**src/rtl/rv32i_pkg.sv**
```systemverilog
// Shared RV32I definitions for the execute-issue stage: ALU operation codes,
// major opcodes and funct3/funct7 encodings used by the decoder.
package rv32i_pkg;

  typedef enum logic [3:0] {
    ALU_ADD    = 4'b0000,
    ALU_SUB    = 4'b0001,
    ALU_SLL    = 4'b0010,
    ALU_SLT    = 4'b0011,
    ALU_SLTU   = 4'b0100,
    ALU_XOR    = 4'b0101,
    ALU_SRL    = 4'b0110,
    ALU_SRA    = 4'b0111,
    ALU_OR     = 4'b1000,
    ALU_AND    = 4'b1001,
    ALU_PASS_B = 4'b1111
  } alu_op_e;

  localparam logic [6:0] OPC_OP     = 7'b0110011;
  localparam logic [6:0] OPC_OP_IMM = 7'b0010011;
  localparam logic [6:0] OPC_LUI    = 7'b0110111;
  localparam logic [6:0] OPC_AUIPC  = 7'b0010111;

  localparam logic [2:0] F3_ADD_SUB = 3'b000;
  localparam logic [2:0] F3_SLL     = 3'b001;
  localparam logic [2:0] F3_SLT     = 3'b010;
  localparam logic [2:0] F3_SLTU    = 3'b011;
  localparam logic [2:0] F3_XOR     = 3'b100;
  localparam logic [2:0] F3_SRL_SRA = 3'b101;
  localparam logic [2:0] F3_OR      = 3'b110;
  localparam logic [2:0] F3_AND     = 3'b111;

  localparam logic [6:0] F7_BASE = 7'b0000000;
  localparam logic [6:0] F7_ALT  = 7'b0100000;

endpackage

```
**src/rtl/alu_issue_if.sv**
```systemverilog
// ALU operand/control bus. Handshake: a transfer happens on a rising edge where
// out_valid && out_ready; while out_valid && !out_ready the producer holds every field stable.
interface alu_issue_if #(
  parameter int DataWidth    = 32,
  parameter int RegAddrWidth = 5
);
  logic                    out_valid;
  logic                    out_ready;
  logic [DataWidth-1:0]    operand_a;
  logic [DataWidth-1:0]    operand_b;
  logic [3:0]              alu_control;
  logic [RegAddrWidth-1:0] rd_addr;
  logic                    reg_write;
  logic                    illegal;

  modport master (
    output out_valid, operand_a, operand_b, alu_control, rd_addr, reg_write, illegal,
    input  out_ready
  );

  modport slave (
    input  out_valid, operand_a, operand_b, alu_control, rd_addr, reg_write, illegal,
    output out_ready
  );
endinterface

```
**src/rtl/alu_decode.sv**
```systemverilog
// Combinational decode of ALU-class RV32I instructions into operands and control.
// Any illegal or malformed encoding yields zero operands, ADD control and no writeback.
module alu_decode
  import rv32i_pkg::*;
#(
  parameter int DataWidth    = 32,
  parameter int RegAddrWidth = 5
) (
  input  logic [31:0]             instr,
  input  logic [DataWidth-1:0]    pc,
  input  logic [DataWidth-1:0]    rs1_data,
  input  logic [DataWidth-1:0]    rs2_data,
  output logic [DataWidth-1:0]    operand_a,
  output logic [DataWidth-1:0]    operand_b,
  output alu_op_e                 alu_control,
  output logic [RegAddrWidth-1:0] rd_addr,
  output logic                    reg_write,
  output logic                    illegal
);

  logic [6:0]           opcode;
  logic [2:0]           funct3;
  logic [6:0]           funct7;
  logic [DataWidth-1:0] imm_i;
  logic [DataWidth-1:0] imm_u;
  logic [DataWidth-1:0] shamt_imm;
  logic [DataWidth-1:0] shamt_reg;

  assign opcode    = instr[6:0];
  assign funct3    = instr[14:12];
  assign funct7    = instr[31:25];
  assign rd_addr   = instr[11:7];
  assign imm_i     = {{20{instr[31]}}, instr[31:20]};
  assign imm_u     = {instr[31:12], 12'b0};
  assign shamt_imm = {27'b0, instr[24:20]};
  assign shamt_reg = {27'b0, rs2_data[4:0]};

  always_comb begin
    operand_a   = '0;
    operand_b   = '0;
    alu_control = ALU_ADD;
    illegal     = 1'b0;
    case (opcode)
      OPC_OP: begin
        operand_a = rs1_data;
        operand_b = rs2_data;
        // funct7 ALT is only meaningful for sub and sra
        if (funct7 != F7_BASE &&
            !(funct7 == F7_ALT && (funct3 == F3_ADD_SUB || funct3 == F3_SRL_SRA))) begin
          illegal = 1'b1;
        end
        case (funct3)
          F3_ADD_SUB: alu_control = (funct7 == F7_ALT) ? ALU_SUB : ALU_ADD;
          F3_SLL: begin
            alu_control = ALU_SLL;
            operand_b   = shamt_reg;
          end
          F3_SLT:     alu_control = ALU_SLT;
          F3_SLTU:    alu_control = ALU_SLTU;
          F3_XOR:     alu_control = ALU_XOR;
          F3_SRL_SRA: begin
            alu_control = (funct7 == F7_ALT) ? ALU_SRA : ALU_SRL;
            operand_b   = shamt_reg;
          end
          F3_OR:      alu_control = ALU_OR;
          default:    alu_control = ALU_AND;
        endcase
      end
      OPC_OP_IMM: begin
        operand_a = rs1_data;
        operand_b = imm_i;
        case (funct3)
          F3_ADD_SUB: alu_control = ALU_ADD;
          F3_SLL: begin
            alu_control = ALU_SLL;
            operand_b   = shamt_imm;
            illegal     = (funct7 != F7_BASE);
          end
          F3_SLT:     alu_control = ALU_SLT;
          F3_SLTU:    alu_control = ALU_SLTU;
          F3_XOR:     alu_control = ALU_XOR;
          F3_SRL_SRA: begin
            alu_control = (funct7 == F7_ALT) ? ALU_SRA : ALU_SRL;
            operand_b   = shamt_imm;
            illegal     = (funct7 != F7_BASE) && (funct7 != F7_ALT);
          end
          F3_OR:      alu_control = ALU_OR;
          default:    alu_control = ALU_AND;
        endcase
      end
      OPC_LUI: begin
        operand_b   = imm_u;
        alu_control = ALU_PASS_B;
      end
      OPC_AUIPC: begin
        operand_a = pc;
        operand_b = imm_u;
      end
      default: illegal = 1'b1;
    endcase
    if (illegal) begin
      operand_a   = '0;
      operand_b   = '0;
      alu_control = ALU_ADD;
    end
  end

  assign reg_write = !illegal && (rd_addr != '0);

endmodule

```
**src/rtl/alu_issue.sv**
```systemverilog
// Execute-issue stage: one pipeline register between the register-file read and the ALU,
// with valid/ready backpressure and flush. Decode lives in alu_decode.
module alu_issue
  import rv32i_pkg::*;
#(
  parameter int DataWidth    = 32,
  parameter int RegAddrWidth = 5
) (
  input  logic                 clk,
  input  logic                 rst,
  input  logic                 flush,
  input  logic                 in_valid,
  output logic                 in_ready,
  input  logic [31:0]          instr,
  input  logic [DataWidth-1:0] pc,
  input  logic [DataWidth-1:0] rs1_data,
  input  logic [DataWidth-1:0] rs2_data,
  alu_issue_if.master          alu_if
);

  logic [DataWidth-1:0]    dec_a;
  logic [DataWidth-1:0]    dec_b;
  alu_op_e                 dec_ctrl;
  logic [RegAddrWidth-1:0] dec_rd;
  logic                    dec_rw;
  logic                    dec_ill;

  alu_decode #(
    .DataWidth   (DataWidth),
    .RegAddrWidth(RegAddrWidth)
  ) u_decode (
    .instr      (instr),
    .pc         (pc),
    .rs1_data   (rs1_data),
    .rs2_data   (rs2_data),
    .operand_a  (dec_a),
    .operand_b  (dec_b),
    .alu_control(dec_ctrl),
    .rd_addr    (dec_rd),
    .reg_write  (dec_rw),
    .illegal    (dec_ill)
  );

  logic                    out_valid_q,   out_valid_d;
  logic [DataWidth-1:0]    operand_a_q,   operand_a_d;
  logic [DataWidth-1:0]    operand_b_q,   operand_b_d;
  logic [3:0]              alu_control_q, alu_control_d;
  logic [RegAddrWidth-1:0] rd_addr_q,     rd_addr_d;
  logic                    reg_write_q,   reg_write_d;
  logic                    illegal_q,     illegal_d;
  logic                    accept;

  // in_ready depends only on registered state and out_ready, never on in_valid
  assign in_ready = !out_valid_q || alu_if.out_ready;
  assign accept   = in_valid && in_ready && !flush;

  always_comb begin
    out_valid_d   = out_valid_q;
    operand_a_d   = operand_a_q;
    operand_b_d   = operand_b_q;
    alu_control_d = alu_control_q;
    rd_addr_d     = rd_addr_q;
    reg_write_d   = reg_write_q;
    illegal_d     = illegal_q;
    if (flush) begin
      out_valid_d = 1'b0;
    end else if (accept) begin
      out_valid_d   = 1'b1;
      operand_a_d   = dec_a;
      operand_b_d   = dec_b;
      alu_control_d = dec_ctrl;
      rd_addr_d     = dec_rd;
      reg_write_d   = dec_rw;
      illegal_d     = dec_ill;
    end else if (alu_if.out_ready) begin
      out_valid_d = 1'b0;
    end
  end

  always_ff @(posedge clk) begin
    if (rst) begin
      out_valid_q   <= 1'b0;
      operand_a_q   <= '0;
      operand_b_q   <= '0;
      alu_control_q <= '0;
      rd_addr_q     <= '0;
      reg_write_q   <= 1'b0;
      illegal_q     <= 1'b0;
    end else begin
      out_valid_q   <= out_valid_d;
      operand_a_q   <= operand_a_d;
      operand_b_q   <= operand_b_d;
      alu_control_q <= alu_control_d;
      rd_addr_q     <= rd_addr_d;
      reg_write_q   <= reg_write_d;
      illegal_q     <= illegal_d;
    end
  end

  assign alu_if.out_valid   = out_valid_q;
  assign alu_if.operand_a   = operand_a_q;
  assign alu_if.operand_b   = operand_b_q;
  assign alu_if.alu_control = alu_control_q;
  assign alu_if.rd_addr     = rd_addr_q;
  assign alu_if.reg_write   = reg_write_q;
  assign alu_if.illegal     = illegal_q;

endmodule

```
**src/flat_wrapper.sv**
```systemverilog
// flat-port wrapper written by rule: the top's interface ports become plain ports
module alu_issue_flat import rv32i_pkg::*;
#(
  parameter int DataWidth    = 32,
  parameter int RegAddrWidth = 5
)
  (clk, rst, flush, in_valid, in_ready, instr, pc, rs1_data, rs2_data, alu_if_out_valid, alu_if_operand_a, alu_if_operand_b, alu_if_alu_control, alu_if_rd_addr, alu_if_reg_write, alu_if_illegal, alu_if_out_ready);
  alu_issue_if #(.DataWidth(DataWidth), .RegAddrWidth(RegAddrWidth)) alu_if_i ();
  input  logic clk;
  input  logic rst;
  input  logic flush;
  input  logic in_valid;
  output logic in_ready;
  input  logic [31:0] instr;
  input  logic [DataWidth-1:0] pc;
  input  logic [DataWidth-1:0] rs1_data;
  input  logic [DataWidth-1:0] rs2_data;
  output wire logic [$bits(alu_if_i.out_valid)-1:0] alu_if_out_valid;
  output wire logic [$bits(alu_if_i.operand_a)-1:0] alu_if_operand_a;
  output wire logic [$bits(alu_if_i.operand_b)-1:0] alu_if_operand_b;
  output wire logic [$bits(alu_if_i.alu_control)-1:0] alu_if_alu_control;
  output wire logic [$bits(alu_if_i.rd_addr)-1:0] alu_if_rd_addr;
  output wire logic [$bits(alu_if_i.reg_write)-1:0] alu_if_reg_write;
  output wire logic [$bits(alu_if_i.illegal)-1:0] alu_if_illegal;
  input wire logic [$bits(alu_if_i.out_ready)-1:0] alu_if_out_ready;
  assign alu_if_out_valid = alu_if_i.out_valid;
  assign alu_if_operand_a = alu_if_i.operand_a;
  assign alu_if_operand_b = alu_if_i.operand_b;
  assign alu_if_alu_control = alu_if_i.alu_control;
  assign alu_if_rd_addr = alu_if_i.rd_addr;
  assign alu_if_reg_write = alu_if_i.reg_write;
  assign alu_if_illegal = alu_if_i.illegal;
  assign alu_if_i.out_ready = alu_if_out_ready;
  alu_issue #(.DataWidth(DataWidth), .RegAddrWidth(RegAddrWidth)) u_core (.clk(clk), .rst(rst), .flush(flush), .in_valid(in_valid), .in_ready(in_ready), .instr(instr), .pc(pc), .rs1_data(rs1_data), .rs2_data(rs2_data), .alu_if(alu_if_i));
endmodule
```
**config.mk**
```make
export PLATFORM = sky130hd
export DESIGN_NAME = alu_issue_flat
export DESIGN_NICKNAME = d
export VERILOG_FILES = /design/src/rtl/rv32i_pkg.sv /design/src/rtl/alu_issue_if.sv /design/src/rtl/alu_decode.sv /design/src/rtl/alu_issue.sv /design/src/flat_wrapper.sv
export SDC_FILE = /design/constraint.sdc
export NUM_CORES = 1
export LEC_CHECK = 0
export ABC_AREA = 1
export ABC_CLOCK_PERIOD_IN_PS = 3090
export CORE_ASPECT_RATIO = 0.8
export CORE_MARGIN = 1
export CORE_UTILIZATION = 40
export CTS_BUF_LIST = sky130_fd_sc_hd__clkbuf_8
export CTS_CLUSTER_DIAMETER = 40
export CTS_CLUSTER_SIZE = 24
export DETAILED_ROUTE_END_ITERATION = 8
export PLACE_DENSITY = 0.82
export SLEW_MARGIN = 20
export SYNTH_ARGS = -nofsm -noshare
export SYNTH_HDL_FRONTEND = slang
export SYNTH_SLANG_ARGS = --single-unit
```
**constraint.sdc**
```tcl
create_clock -name clk -period 3.09 [get_ports clk]
set_input_delay 0.4635 -clock clk [delete_from_list [all_inputs] [get_ports clk]]
set_output_delay 0.4635 -clock clk [all_outputs]
set_load 0.005 [all_outputs]
```
==> impl_metrics.ini, run 1 <==
[route]
drc = 0
first_pass_iters = 6
avgRoutedWirePerCell_um = 14.4
drt_iter0_markers = 329
wl_um = 13200
vias = 4693
vias_per_cell = 5.11
antenna_left = 0

[sta]
finalCritPeriodShare_pct = 75.1
clock.fmax_mhz = 431
max_slew_margin_pct = 56.3
worst_pin_slew_ns = 0.655
finClkSkew_ns = 0.00873
hold_violations = 0
layout_min_cycle_time_ns = 2.32
slew_violations = 0
rsz0062_at_grt = false
setup_tns_ns = 0
setup_viol = 0
postLayoutSetupSlackWorst_ns = 0.769

[cts]
clock-root-buffer = clkbuf_8
clock_latency_ns = 0.34
h-tree-depth = 3
cts_hold_buf = 0
postCtsSetupRepairBufs = 0
clkTransAtPathRegs_ns = 0.08
ctsLongestPathBuffers = 2
cts_resized = 0
cts_buffers = 9
cts.sinks = 76
cts_tree = yes

[cells_and_area]
synthToLayoutAreaGrowth_pct = 56.6
nFillCells = 872
nNetsFinal = 911
drive_gt1_share_pct = 10.2
antenna_cells = 0

[setup_path]
critical_path_class = in2reg
r2r_slack_ns = 1.18
rr_endpoint = u_core.alu_if.operand_b[7]
r2r_cells = 8
startpoint = instr[3]
crit_end = u_core.alu_if.operand_a[23]
regToRegStartpoint = u_core.alu_if.out_valid
endpoint_kind = flip-flop
worstPathArrival_ns = 2.52
critPathLaunchType = input pin
crit_fanout = 63
crit_required_ns = 3.29

[place]
globalplace.congestion = 0.919
hpwl_um = 9760
portBuffers = 209
dp_slack_ns = 0.429

[yosys]
ys_seq_elements = 76
ys_top_cells_by_count = nand2_1 (140), nor2_1 (92), dfxtp_1 (76)
synth_edf_count = 0
syn_area_per_cell_um2 = 6.91
async_flop_share_pct = 0
synth_area_leader_cell = dfxtp_1
synth_area_leaders = dfxtp_1 (37%), nand2_1 (13%), nand3_1 (8.9%)
netlist_area_um2 = 4070
ys_seq_area_share_pct = 37.4
ys_types = 33
syn_inst = 589
yosysMostFrequentCell = nand2_1
ys_warn_count = 0
synth_top_area_share_pct = 37.4
synth_fp_nets = 722
synth_flop_cell = dfxtp_1

[floorplanning]
initial_core_util_pct = 41.7
die_area_um2 = 10600
core_um2 = 9770
num_rows = 32
die_h_um = 92.2
pin_count = 210
die_x_um = 115

[grt]
globalRouteOverflowTotal = 0
grt_usage_pct = 24.7
antenna_found_initial = 0
grt_pass1_vias = 4351
grt_pass1_wl_um = 20800
grt_max_degree = 73

[power_and_ir_drop]
p_sw_share_pct = 26.5
sequentialPowerShare_pct = 45.2
leakage_nw = 2.28
ir_drop_uv = 234
power.density_nw_per_um2 = 365
comb_power_share_pct = 21.7
p_clk_share_pct = 33.1
netSwitchingPower_mw = 0.617
p_int_mw = 1.71

[hold_path]
holdCritPathClass = reg2reg

[run_status]
status = finished, final reports clean

[run]
cap_violations = 0
stage by stage:
stage | cells | instance area, µm² | util (%) | hold WS, ns | power (mW)
after global routing | 918 | 6370 | 65.3 | 0.507 | 2.44
after detailed placement | 903 | 6180 | 63.2 | 0.464 | 1.58
final | 918 | 6370 | 65.3 | 0.480 | 2.33
after floorplan | 589 | 4070 | - | 0.462 | 1.27
after CTS | 918 | 6370 | 65.3 | 0.477 | 2.35
after global placement | 903 | 6180 | 63.2 | 0.471 | 1.57
power groups by stage:
stage                     clock network [mW]  logic (mW)  registers, mW
after floorplan                            0       0.195           1.08
after global placement                     0       0.496           1.07
after detailed placement                   0       0.504           1.08
after CTS                              0.788       0.507           1.05
after global routing                   0.831       0.548           1.06
final                                  0.770       0.505           1.05
cell families (layout without fill, tap and decap cells):
| group | count (synthesis) | after routing | synth area share [%] |
|---|---|---|---|
| AOI/OAI and AO/OA | 88 | 88 | 14.2 |
| buffers and inverters | 69 | 262 | 8.51 |
| DFF | 76 | 76 | 37.4 |
| and+or+nand+nor | 356 | 356 | 39.9 |
metal layers:
metal,wire length [µm],track usage [%]
met5,0,0
met1,5700,31.3
met4,101,5.63
met2,6320,42.0
met3,1110,6.28
sequential cells by signal, indices dropped and copies added, names as in the netlist:
| name | flops |
|---|---|
| u_core.alu_if.out_valid | 1 |
| u_core.alu_if.operand_b | 32 |
| u_core.alu_if.reg_write | 1 |
| u_core.alu_if.alu_control | 4 |
| u_core.alu_if.rd_addr | 5 |
| u_core.alu_if.operand_a | 32 |
| u_core.alu_if.illegal | 1 |
area by class of cell:
| type | instances | area [µm²] | share of cell area [%] |
|---|---|---|---|
| Inverter | 30 | 118 | 1.84 |
| Tap cell | 136 | 170 | 2.67 |
| Timing Repair Buffer | 217 | 2160 | 34.0 |
| Clock buffer | 10 | 138 | 2.16 |
| Sequential cell | 76 | 1520 | 23.9 |
| Multi-Input combinational cell | 444 | 2200 | 34.5 |
| Clock inverter | 5 | 61.3 | 0.962 |
critical path, stage by stage:
cell and delay, ns:
clkdlybuf4s50_1 0.47, inv_2 0.08, nand2_2 0.06, nor2_4 0.27, nand2_1 0.16, inv_2 0.16, nand2_2 0.13, nand3_2 0.09
nand2_2 0.08, inv_6 0.43, nor2_1 0.11
worst min-delay path by stage:
| stage | start | endpoint | slack (ns) | cells past startpoint |
|---|---|---|---|---|
| detailed placement | u_core.alu_if.operand_b[8] | u_core.alu_if.operand_b[8] | 0.46 | 2 |
| CTS | u_core.alu_if.operand_b[8] | u_core.alu_if.operand_b[8] | 0.48 | 2 |
| global route | u_core.alu_if.operand_b[10] | u_core.alu_if.operand_b[10] | 0.51 | 2 |
| finish | u_core.alu_if.operand_b[8] | u_core.alu_if.operand_b[8] | 0.48 | 2 |
| global placement | u_core.alu_if.illegal | u_core.alu_if.illegal | 0.47 | 2 |
| floorplan | u_core.alu_if.illegal | u_core.alu_if.illegal | 0.46 | 2 |
layout by cell type (no fill, tap or decap):
cell type and n:
a211oi_1 2, a21o_1 1, a21oi_1 19, a31o_2 5, and2_1 1, buf_12 1
buf_4 7, bufinv_16 1, clkbuf_8 10, clkdlybuf4s50_1 209, clkinv_1 1, clkinvlp_4 3
dfxtp_1 76, inv_1 19, inv_2 9, inv_6 2, nand2_1 140, nand2_2 8
nand2_4 1, nand3_1 72, nand3_2 1, nand3_4 1, nand4_1 8, nor2_1 92
nor2_2 25, nor2_4 3, nor2_8 1, nor3_1 1, nor3_4 2, o211ai_1 43
o21ai_0 16, o21ai_1 1, o221ai_1 1
No activity file was read; power rests on OpenSTA's default activity.
==> run 2, diff against run 1 <==
- ABC_CLOCK_PERIOD_IN_PS: 3090 -> 2190
- clock period: 3.09 -> 2.19 ns (I/O delays scaled with it)
==> impl_metrics.ini, run 2 (synthesis gave the netlist of run 1 again) <==
[sta]
max_slew_margin_pct = 73.5
clock.fmax_mhz = 546
finalCritPeriodShare_pct = 83.6
layout_min_cycle_time_ns = 1.83
setup_tns_ns = 0
postLayoutSetupSlackWorst_ns = 0.359
setup_viol = 0
slew_violations = 0
worst_pin_slew_ns = 0.396
hold_violations = 0
finClkSkew_ns = 0.0123
rsz0062_at_grt = false

[route]
wl_um = 13300
vias = 4731
vias_per_cell = 5.08
antenna_left = 0
drt_iter0_markers = 259
avgRoutedWirePerCell_um = 14.3
first_pass_iters = 5
drc = 0

[cells_and_area]
final_common_cell = clkdlybuf4s50_1
synthToLayoutAreaGrowth_pct = 60.3
drive_gt1_share_pct = 11.7
final_cells = 932
final_cell_mix = clkdlybuf4s50_1 (209), nand2_1 (140), nor2_1 (92)
nNetsFinal = 925
antenna_cells = 0
postLayoutCellArea_um2 = 6520

[power_and_ir_drop]
netSwitchingPower_mw = 0.871
power.density_nw_per_um2 = 484
sequentialPowerShare_pct = 47.1
leakage_nw = 2.35
finalPower_mw = 3.16
comb_power_share_pct = 23.4
p_sw_share_pct = 27.6
p_int_mw = 2.29
ir_drop_uv = 279
p_clk_share_pct = 29.5

[cts]
cts_buffers = 9
h-tree-depth = 3
clkTransAtPathRegs_ns = 0.08
clock-root-buffer = clkbuf_8
cts_tree = yes
cts_resized = 0
clock_latency_ns = 0.34
cts.sinks = 76
postCtsSetupRepairBufs = 0
ctsLongestPathBuffers = 2
cts_hold_buf = 0

[setup_path]
worstPathArrival_ns = 1.50
endpoint_kind = output pin
crit_fanout = 2
startpoint = alu_if_out_ready
critPathLaunchType = input pin
regToRegStartpoint = u_core.alu_if.out_valid
crit_required_ns = 1.86
critical_path_class = in2out

[grt]
grt_usage_pct = 24.6
antenna_found_initial = 0
grt_pass1_wl_um = 20800
grt_max_degree = 81
grt_pass1_vias = 4433
globalRouteOverflowTotal = 0

[floorplanning]
initial_core_util_pct = 41.7
pin_count = 210
num_rows = 32
die_h_um = 92.2
core_um2 = 9770
die_x_um = 115
die_area_um2 = 10600

[place]
portBuffers = 209
globalplace.congestion = 0.999
dp_slack_ns = 0.0873
hpwl_um = 10200
dp.cells = 917
place_area_um2 = 6360

[hold_path]
holdCritPathClass = reg2reg
holdCritStartpoint = u_core.alu_if.operand_b[7]

[run_status]
status = finished, final reports clean

[run]
cap_violations = 0
==> run 2: path summary, 6_finish.rpt <==
check / endpoint / slack (ns) / cells past startpoint
worst min-delay path: u_core.alu_if.operand_b[7] / 0.48 / 2
worst max-delay path: in_ready / 0.36 / 4
worst min register to register: u_core.alu_if.operand_b[7] / 0.48 / 2
worst max register to register: u_core.alu_if.operand_b[0] / 0.59 / 7
==> run 2: layout make-up <==
cell class	instances	area, µm²
flip-flops and latches	76	1520
clock inverters	6	42.5
clock buffers	9	124
well taps	136	170
multi-input cells	444	2200
repair buffers	231	2340
inverters	30	118
fillers	865	3250
==> run 2: power groups by stage <==
stage	sequential [mW]	combinational (mW)	clock, mW
2_1_floorplan	1.52	0.275	0
3_3_place_gp	1.52	0.725	0
6_report	1.49	0.740	0.932
5_1_grt	1.50	0.800	1.02
4_1_cts	1.49	0.742	0.956
3_5_place_dp	1.52	0.739	0
==> run 2: critical path: stages <==
cell             delay [ns]
clkdlybuf4s50_1        0.40
nor2_1                 0.23
inv_1                  0.10
clkdlybuf4s50_1        0.45
==> run 2: through the flow <==
stage	util [%]	hold WS [ns]
finish	66.8	0.482
global placement	65.1	0.456
detailed placement	65.1	0.469
global route	66.8	0.485
floorplan	-	0.407
CTS	66.8	0.479
==> run 2: per-layer routing <==
metal	vias up	routed length (µm)	track usage [%]
li1	2348	-	-
met2	221	6340	41.6
met5	-	0	0
met1	2142	5720	31.0
met3	20	1050	5.75
met4	0	242	7.58
==> run 3, diff against run 2 <==
- ABC_CLOCK_PERIOD_IN_PS: 2190 -> 1500
- CORE_UTILIZATION: 40 -> 37
- PLACE_DENSITY: 0.82 -> 0.8
- clock period: 2.19 -> 1.5 ns (I/O delays scaled with it)
==> impl_metrics.ini, run 3 (synthesis gave the netlist of run 1 again) <==
[floorplanning]
die_h_um = 95.8
die_x_um = 119
core_um2 = 10500
num_rows = 33
initial_core_util_pct = 38.8
die_area_um2 = 11400
pin_count = 210

[setup_path]
critical_path_class = reg2reg
slowest_delay_ns = 0.34
endpoint_kind = flip-flop
regToRegStartpoint = u_core.alu_if.out_valid
rr_endpoint = u_core.alu_if.operand_a[24]
critical_path.slowest_cell = dfxtp_2
r2r_slack_ns = 0.01
crit_required_ns = 1.73
r2r_cells = 8
crit_fanout = 45
worstPathArrival_ns = 1.71
cp_cell_sequence = inv_2 > nor2_4 > nor3_4 > buf_12 > buf_12 > buf_12 > o211ai_1 > nor2_4
path_common_cell = buf_12
critPathLaunchType = flip-flop

[route]
first_pass_iters = 5
top_layer = met4
avgRoutedWirePerCell_um = 15.0
wl_um = 14800
antenna_left = 0
route.met3.wl_um = 1090
drt_iter0_markers = 384
vias_per_cell = 5.05
wl_met1_um = 6470
vias = 4992
drc = 0
routed-wl-met2_um = 6980

[place]
globalplace.congestion = 0.939
hpwl_um = 10600
dp.cells = 958
portBuffers = 209

[power_and_ir_drop]
power.density_nw_per_um2 = 709
leakage_nw = 3.01
ir_drop_uv = 469

[hold_path]
hold_depth = 6
hold_path_end = u_core.alu_if.operand_b[25]
holdCritPathClass = in2reg
holdCritStartpoint = instr[25]

[cells_and_area]
nFillCells = 855
seq_area_um2 = 1530
synthToLayoutAreaGrowth_pct = 81.0
final_common_cell = clkdlybuf4s50_1
final_cells = 989
drive_gt1_share_pct = 22.0
nNetsFinal = 977
utilization_pct = 70.2
final_cell_mix = clkdlybuf4s50_1 (181), nand2_1 (135), nor2_1 (73)
multi_input_area_um2 = 2360
antenna_cells = 0

[sta]
layout_min_cycle_time_ns = 1.49
setup_viol = 0
clock.fmax_mhz = 672
finalCritPeriodShare_pct = 99.1
worst_pin_slew_ns = 0.366
max_slew_margin_pct = 75.6
whs_ns = 0.456
finClkSkew_ns = 0.0107
hold_violations = 0
slew_violations = 0

[grt]
grt_max_degree = 46
antenna_found_initial = 0
globalRouteOverflowTotal = 0
grt_usage_pct = 24.2
grt_pass1_wl_um = 21900
grt_pass1_vias = 4617

[cts]
cts_buffers = 9
cts_hold_buf = 0
h-tree-depth = 3
cts_tree = yes
clkTransAtPathRegs_ns = 0.09
clock-root-buffer = clkbuf_8
clock_latency_ns = 0.34
cts.sinks = 76
ctsLongestPathBuffers = 2

[run_status]
status = finished, final reports clean

[run]
cap_violations = 0
==> run 3: final cells by class <==
type                            count  area share, %
Multi-Input combinational cell    444           32.1
Clock inverter                      6           1.21
Inverter                           30           1.73
Sequential cell                    76           20.7
Timing Repair Buffer              283           40.0
Clock buffer                       10           1.87
Tap cell                          140           2.38
==> run 3: worst max-delay path by stage <==
stage	slack [ns]	end	from	depth (start not counted)
global placement	-0.39	u_core.alu_if.operand_b[12]	instr[25]	11
finish	0.01	u_core.alu_if.operand_a[24]	u_core.alu_if.out_valid	8
floorplan	0.10	u_core.alu_if.alu_control[2]	u_core.alu_if.out_valid	7
CTS	0.002	u_core.alu_if.operand_a[30]	instr[2]	13
global route	-0.03	u_core.alu_if.operand_a[24]	u_core.alu_if.out_valid	8
detailed placement	-0.53	u_core.alu_if.operand_b[18]	instr[25]	11
==> run 3: repair_timing <==
item | CTS | global route
setup buffers | 5 | 6
resized for setup | 20 | 72
pin swaps | 6 | 15
cloned | 0 | 4
setup endpoints to repair | 71 | 83
==> run 3: where the power goes <==
group	total, mW	internal (mW)	switching (mW)
Sequential	2.17	2.12	0.0565
Combinational	1.27	0.752	0.520
Clock	1.78	0.984	0.792
Total	5.22	3.85	1.37
==> run 3: through the flow <==
stage          worst slack [ns]  instance area [µm²]  setup TNS (ns)  total power [mW]
3_3_place_gp             -0.389                 6690          -25.53              3.36
6_report                 0.0129                 7370               0              5.22
4_1_cts                 0.00207                 7010               0              5.19
3_5_place_dp             -0.526                 6690          -34.40              3.39
2_1_floorplan             0.105                 4070               0              2.62
5_1_grt                 -0.0319                 7370         -0.0607              5.46
==> run 3: critical path: cells and delay by family (launching register included) <==
kind / cells / cell delay, ns
AOI/OAI and AO/OA: 1 / 0.27
buffers and inverters: 4 / 0.51
DFF: 1 / 0.34
and+or+nand+nor: 3 / 0.22
==> run 3: layer usage <==
| metal | track usage (%) | up-vias |
|---|---|---|
| met2 | 41.8 | 218 |
| met5 | 0 | - |
| met3 | 6.52 | 26 |
| met1 | 29.8 | 2289 |
| met4 | 6.33 | 0 |
| li1 | - | 2459 |
